===== config.mk =====
export PLATFORM = sky130hd
export DESIGN_NAME = obj_alloc_flat
export DESIGN_NICKNAME = d
export VERILOG_FILES = /design/src/rtl/obj_alloc_if.sv /design/src/rtl/obj_alloc.sv /design/src/flat_wrapper.sv
export SDC_FILE = /design/constraint.sdc
export NUM_CORES = 1
export LEC_CHECK = 0
export BUFFER_PORTS_ARGS = -buffer_cell sky130_fd_sc_hd__buf_2
export CAP_MARGIN = 15
export CORE_MARGIN = 2
export CORE_UTILIZATION = 35
export CTS_BUF_LIST = sky130_fd_sc_hd__clkbuf_2
export DETAILED_ROUTE_END_ITERATION = 8
export GPL_TIMING_DRIVEN = 0
export PLACE_DENSITY = 0.57
export SLEW_MARGIN = 10
export SYNTH_ARGS = -nofsm -noshare
export SYNTH_HDL_FRONTEND = slang
export SYNTH_SLANG_ARGS = --single-unit

===== constraint.sdc =====
create_clock -name clk -period 4.4 [get_ports clk]
set_input_delay 0 -clock clk [delete_from_list [all_inputs] [get_ports clk]]
set_output_delay 0 -clock clk [all_outputs]
set_load 0.005 [all_outputs]

===== src/rtl/obj_alloc_if.sv =====
// Control-unit / table-writer bundle for the object allocator.
// The master side issues requests; the slave side (obj_alloc) reports
// status and drives the object reference table write port.
interface obj_alloc_if #(
  parameter int NUM_OBJ = 8,
  parameter int PTR_W   = 4,
  parameter int ADDR_W  = 16,
  parameter int SIZE_W  = 8
);
  logic               req;
  logic               op;
  logic [SIZE_W-1:0]  size;
  logic [PTR_W-1:0]   free_ptr;
  logic               busy;
  logic               done;
  logic               err;
  logic [1:0]         err_code;
  logic [PTR_W-1:0]   obj_id;
  logic               tbl_wr;
  logic [PTR_W-1:0]   tbl_ptr;
  logic [ADDR_W-1:0]  tbl_loc;
  logic [NUM_OBJ-1:0] live_mask;
  logic [ADDR_W-1:0]  heap_ptr;

  modport master (
    output req, op, size, free_ptr,
    input  busy, done, err, err_code, obj_id,
    input  tbl_wr, tbl_ptr, tbl_loc, live_mask, heap_ptr
  );

  modport slave (
    input  req, op, size, free_ptr,
    output busy, done, err, err_code, obj_id,
    output tbl_wr, tbl_ptr, tbl_loc, live_mask, heap_ptr
  );
endinterface


===== src/rtl/obj_alloc.sv =====
// Object allocator: claims a free slot, hands it the next bump-heap base
// address and writes that base into the object reference table. Free scrubs
// the slot to zero; the heap rewinds only once every slot is free again.
//
// state | meaning
// IDLE  | waiting for req; latches op/size/free_ptr when it arrives
// SCAN  | evaluates the request against live_mask / heap, picks the slot
// WRITE | tbl_wr high for one cycle; live_mask/heap_ptr update on exit
// DONE  | done pulse with obj_id
// ERR   | err pulse with err_code; no table or bookkeeping change
module obj_alloc #(
  parameter int                 NUM_OBJ    = 8,
  parameter int                 PTR_W      = 4,
  parameter int                 ADDR_W     = 16,
  parameter int                 SIZE_W     = 8,
  parameter logic [ADDR_W-1:0]  HEAP_BASE  = 16'h0100,
  parameter logic [ADDR_W-1:0]  HEAP_LIMIT = 16'h1000
) (
  input logic         clk,
  input logic         rst_n,
  obj_alloc_if.slave  bus
);

  typedef enum logic [2:0] {IDLE, SCAN, WRITE, DONE, ERR} state_t;

  state_t             state;
  logic               op_q;
  logic [SIZE_W-1:0]  size_q;
  logic [PTR_W-1:0]   fptr_q;

  logic               free_found;
  logic [PTR_W-1:0]   free_slot;
  logic               ptr_live;
  logic [ADDR_W:0]    heap_sum;
  logic               heap_over;
  logic [NUM_OBJ-1:0] slot_bit;
  logic [NUM_OBJ-1:0] mask_clr;

  // Lowest clear slot, liveness of the requested free slot (out-of-range
  // pointers never match an index, so they read as not live), heap fit check.
  always_comb begin
    free_found = 1'b0;
    free_slot  = '0;
    ptr_live   = 1'b0;
    for (int i = NUM_OBJ - 1; i >= 0; i--) begin
      if (!bus.live_mask[i]) begin
        free_found = 1'b1;
        free_slot  = PTR_W'(i);
      end
    end
    for (int i = 0; i < NUM_OBJ; i++) begin
      if (fptr_q == PTR_W'(i)) ptr_live = bus.live_mask[i];
    end
    heap_sum  = {1'b0, bus.heap_ptr} + {{(ADDR_W + 1 - SIZE_W){1'b0}}, size_q};
    heap_over = heap_sum > {1'b0, HEAP_LIMIT};
    slot_bit  = NUM_OBJ'(1) << bus.tbl_ptr;
    mask_clr  = bus.live_mask & ~slot_bit;
  end

  // Sequencer with registered outputs; tbl_ptr doubles as the working slot.
  always_ff @(posedge clk or negedge rst_n) begin
    if (!rst_n) begin
      state         <= IDLE;
      op_q          <= 1'b0;
      size_q        <= '0;
      fptr_q        <= '0;
      bus.busy      <= 1'b0;
      bus.done      <= 1'b0;
      bus.err       <= 1'b0;
      bus.err_code  <= 2'b00;
      bus.obj_id    <= '0;
      bus.tbl_wr    <= 1'b0;
      bus.tbl_ptr   <= '0;
      bus.tbl_loc   <= '0;
      bus.live_mask <= '0;
      bus.heap_ptr  <= HEAP_BASE;
    end else begin
      case (state)
        IDLE: begin
          if (bus.req) begin
            op_q     <= bus.op;
            size_q   <= bus.size;
            fptr_q   <= bus.free_ptr;
            bus.busy <= 1'b1;
            state    <= SCAN;
          end
        end
        SCAN: begin
          if (!op_q) begin
            if (size_q == '0) begin
              bus.err      <= 1'b1;
              bus.err_code <= 2'b11;
              state        <= ERR;
            end else if (!free_found) begin
              bus.err      <= 1'b1;
              bus.err_code <= 2'b01;
              state        <= ERR;
            end else if (heap_over) begin
              bus.err      <= 1'b1;
              bus.err_code <= 2'b10;
              state        <= ERR;
            end else begin
              bus.tbl_wr  <= 1'b1;
              bus.tbl_ptr <= free_slot;
              bus.tbl_loc <= bus.heap_ptr;
              state       <= WRITE;
            end
          end else begin
            if (!ptr_live) begin
              bus.err      <= 1'b1;
              bus.err_code <= 2'b11;
              state        <= ERR;
            end else begin
              bus.tbl_wr  <= 1'b1;
              bus.tbl_ptr <= fptr_q;
              bus.tbl_loc <= '0;
              state       <= WRITE;
            end
          end
        end
        WRITE: begin
          bus.tbl_wr <= 1'b0;
          if (!op_q) begin
            bus.live_mask <= bus.live_mask | slot_bit;
            bus.heap_ptr  <= bus.heap_ptr + ADDR_W'(size_q);
          end else begin
            bus.live_mask <= mask_clr;
            if (mask_clr == '0) bus.heap_ptr <= HEAP_BASE;
          end
          bus.done   <= 1'b1;
          bus.obj_id <= bus.tbl_ptr;
          state      <= DONE;
        end
        DONE: begin
          bus.done <= 1'b0;
          bus.busy <= 1'b0;
          state    <= IDLE;
        end
        ERR: begin
          bus.err  <= 1'b0;
          bus.busy <= 1'b0;
          state    <= IDLE;
        end
        default: begin
          bus.busy   <= 1'b0;
          bus.done   <= 1'b0;
          bus.err    <= 1'b0;
          bus.tbl_wr <= 1'b0;
          state      <= IDLE;
        end
      endcase
    end
  end

endmodule


===== src/flat_wrapper.sv =====
// flat-port wrapper written by rule: the top's interface ports become plain ports
module obj_alloc_flat 
#(
  parameter int                 NUM_OBJ    = 8,
  parameter int                 PTR_W      = 4,
  parameter int                 ADDR_W     = 16,
  parameter int                 SIZE_W     = 8,
  parameter logic [ADDR_W-1:0]  HEAP_BASE  = 16'h0100,
  parameter logic [ADDR_W-1:0]  HEAP_LIMIT = 16'h1000
)
  (clk, rst_n, bus_req, bus_op, bus_size, bus_free_ptr, bus_busy, bus_done, bus_err, bus_err_code, bus_obj_id, bus_tbl_wr, bus_tbl_ptr, bus_tbl_loc, bus_live_mask, bus_heap_ptr);
  obj_alloc_if #(.NUM_OBJ(NUM_OBJ), .PTR_W(PTR_W), .ADDR_W(ADDR_W), .SIZE_W(SIZE_W)) bus_i ();
  input logic clk;
  input logic rst_n;
  input wire logic [$bits(bus_i.req)-1:0] bus_req;
  input wire logic [$bits(bus_i.op)-1:0] bus_op;
  input wire logic [$bits(bus_i.size)-1:0] bus_size;
  input wire logic [$bits(bus_i.free_ptr)-1:0] bus_free_ptr;
  output wire logic [$bits(bus_i.busy)-1:0] bus_busy;
  output wire logic [$bits(bus_i.done)-1:0] bus_done;
  output wire logic [$bits(bus_i.err)-1:0] bus_err;
  output wire logic [$bits(bus_i.err_code)-1:0] bus_err_code;
  output wire logic [$bits(bus_i.obj_id)-1:0] bus_obj_id;
  output wire logic [$bits(bus_i.tbl_wr)-1:0] bus_tbl_wr;
  output wire logic [$bits(bus_i.tbl_ptr)-1:0] bus_tbl_ptr;
  output wire logic [$bits(bus_i.tbl_loc)-1:0] bus_tbl_loc;
  output wire logic [$bits(bus_i.live_mask)-1:0] bus_live_mask;
  output wire logic [$bits(bus_i.heap_ptr)-1:0] bus_heap_ptr;
  assign bus_i.req = bus_req;
  assign bus_i.op = bus_op;
  assign bus_i.size = bus_size;
  assign bus_i.free_ptr = bus_free_ptr;
  assign bus_busy = bus_i.busy;
  assign bus_done = bus_i.done;
  assign bus_err = bus_i.err;
  assign bus_err_code = bus_i.err_code;
  assign bus_obj_id = bus_i.obj_id;
  assign bus_tbl_wr = bus_i.tbl_wr;
  assign bus_tbl_ptr = bus_i.tbl_ptr;
  assign bus_tbl_loc = bus_i.tbl_loc;
  assign bus_live_mask = bus_i.live_mask;
  assign bus_heap_ptr = bus_i.heap_ptr;
  obj_alloc #(.NUM_OBJ(NUM_OBJ), .PTR_W(PTR_W), .ADDR_W(ADDR_W), .SIZE_W(SIZE_W), .HEAP_BASE(HEAP_BASE), .HEAP_LIMIT(HEAP_LIMIT)) u_core (.clk(clk), .rst_n(rst_n), .bus(bus_i));
endmodule

==> results.toml <==
[synthesis]
synth-main-ff-cell = "dfrtp_1"
yosysWarnings = 0
postSynthAreaPerCell_sq_um = 9.89
synth_edf_count = 0
ys_top_cells_by_area = "dfrtp_1 (47%), mux2_2 (5.2%), nand2_1 (4.2%)"
ys_types = 59
syn_inst = 370
syn-cell-area_sq_mm = 0.00366
yosys.area.top_type = "dfrtp_1"
yosysTopAreaCellShare = 0.472
syn-num-nets = 395
synth_seq_area_share = 0.479
ys_ff_latch = 70
async_flop_share = 1.00

[route]
vias = 3114
drt_iter0_markers = 127
wl_mm = 9.09
firstDrtPassIters = 4
wl_per_cell_microns = 14.9
drtAntennaViolNets = 0
drc = 0
viasPerCell = 5.11

[critical_path]
critPathKind = "reg2reg"
crit_fanout = 9
r2r_start = "u_core.bus.heap_ptr[0]"
cp.arrival_ns = 4.15
worstSetupStartpointType = "flip-flop"
worstSetupEndpointType = "flip-flop"
crit_path_start = "u_core.bus.heap_ptr[0]"
critPathRequiredTime_ns = 4.81

[grt]
grt_pass1_vias = 3100
busiest_layer = "met2"
grt.overflow.total = 0
grt_max_degree = 55
grt_util_all_layers = 0.172
grt_pass1_wl_mm = 15.3
met1_usage = 0.220
grtUsageMet3 = 0.0368
antenna_found_initial = 0
use_met2 = 0.294

[timing]
rsz0062_at_grt = "false"
worstMarginPinSlew_ns = 0.727
skew_ns = 0.0236
fin_crit_sh = 0.850
slew_headroom = 0.514
min_period_ns = 3.74
timing.final.hold_violations = 0
setup_viol = 0
fmax_mhz = 267
setup_tns_ns = 0
hold_slack_ns = 0.234
drv_slew = 0
worst_slack_ns = 0.661

[placed_design]
post-dp-hpwl_mm = 6.56
gp_congestion = 0.900
dp_cells = 576
port_buffers = 69
place_ws_ns = 0.662

[final_layout]
layout.nets = 493
layout_commonest_cell = "dfrtp_1"
final_cell_mix = "dfrtp_1 (69), buf_2 (68), nand2_1 (41)"
antenna_cells = 0
register_area_sq_mm = 0.00175
multi_input_area_sq_mm = 0.00175
stdcell_count = 609
nFillCells = 1019
drive_gt1_frac = 0.245
area_delta_synth_final_pct = 23.9

[worst_hold_path]
hold_class = "in2reg"
min_from = "bus_size[1]"

[floorplanning]
dieArea_sq_mm = 0.0113
fp.coreArea_sq_mm = 0.0102
die_w_microns = 106
ios = 70
rows = 37
fp.dieH_microns = 106
start_util = 0.358

[clock_network]
cts_made_buffers = 9
cts_hold_buf = 17
clockRootBuffer = "clkbuf_2"
postCtsSetupBuffers = 0
clock_latency_ns = 0.51
tritoncts = "done"
clk_pin_slew_ns = 0.20
htree_levels = 3
post_cts_resized = 0
clock_path_buffers = 2
cts.sinks = 70

[power_and_ir_drop]
finalPower_mw = 3.19
cellLeakagePower_nw = 2.10
p_per_area_mw_per_mm2 = 704
worst_ir_drop_vdd_mv = 0.274

[flow_run]
drv_cap = 0

[outcome]
status = "completed"
synthesized netlist by cell type (3+ instances only):
| cell | number |
|---|---|
| xor2_1 | 3 |
| nand3_1 | 10 |
| nor3b_1 | 4 |
| a21oi_1 | 24 |
| o21ai_0 | 24 |
| or3_1 | 4 |
| nor3_1 | 9 |
| a22o_1 | 6 |
| mux2i_1 | 15 |
| a21o_1 | 4 |
| and2_1 | 3 |
| nand2b_1 | 5 |
| xnor2_1 | 5 |
| dfrtp_1 | 69 |
| mux2_2 | 17 |
| clkbuf_1 | 9 |
| nor4_1 | 3 |
| o21a_1 | 3 |
| nand2_1 | 41 |
| nor2_1 | 33 |
| ha_1 | 8 |
| inv_1 | 27 |
worst max-delay path, stage by stage, from the launching register on:
cell,delay (ns)
dfrtp_1,0.45
ha_1,0.19
inv_1,0.05
fa_1,0.39
nand2b_1,0.18
a211oi_1,0.48
o21ai_0,0.22
a21oi_1,0.18
o2111ai_1,0.17
o41a_1,0.45
o31ai_4,0.49
mux2_2,0.40
worst paths after layout:
| check | endpoint | slack, ns | cells after the start |
|---|---|---|---|
| worst max-delay path | u_core.bus.tbl_ptr[0] | 0.66 | 11 |
| worst min-delay path | u_core.size_q[1] | 0.23 | 4 |
| worst max register to register | u_core.bus.tbl_ptr[0] | 0.66 | 11 |
| worst min register to register | u_core.bus.tbl_loc[13] | 0.50 | 2 |
| max in group asynchronous | u_core.bus.heap_ptr[0] | 2.75 | 4 |
| min in group asynchronous | u_core.bus.tbl_loc[5] | 0.52 | 4 |
cell type report:
class | count | area share
Clock inverter | 6 | 0.0243
Multi-Input combinational cell | 261 | 0.386
Sequential cell | 70 | 0.386
Buffer | 12 | 0.0124
Timing Repair Buffer | 87 | 0.120
Clock buffer | 10 | 0.0110
Inverter | 27 | 0.0223
Tap cell | 136 | 0.0375
logic make-up (layout without fill, tap and decap cells):
| logic type | Yosys count | count (layout) | share of synthesized area |
|---|---|---|---|
| adders and majority gates | 9 | 9 | 0.0328 |
| xor gates and xnor gates | 8 | 8 | 0.0191 |
| and+or+nand+nor | 124 | 124 | 0.162 |
| DFF | 70 | 70 | 0.479 |
| buffers and inverters | 39 | 142 | 0.0431 |
| AOI/OAI and AO/OA | 86 | 86 | 0.158 |
| muxes | 34 | 34 | 0.106 |
metrics by stage:
stage	instance area, sq um	utilization
after floorplan	3660	-
after global placement	4180	0.408
after detailed placement	4210	0.411
after CTS	4540	0.443
after global routing	4540	0.443
final	4540	0.443
power breakdown:
group / switching [mW] / internal [mW]
Sequential: 0.268 / 0.887
Combinational: 0.836 / 0.716
Clock: 0.239 / 0.246
Total: 1.34 / 1.85
routing by layer:
layer,wire length (microns),vias up
met5,0,-
met4,93,0
met3,431,9
met2,4500,85
met1,4070,1519
li1,-,1501
Power figures use the tool's default switching activity.
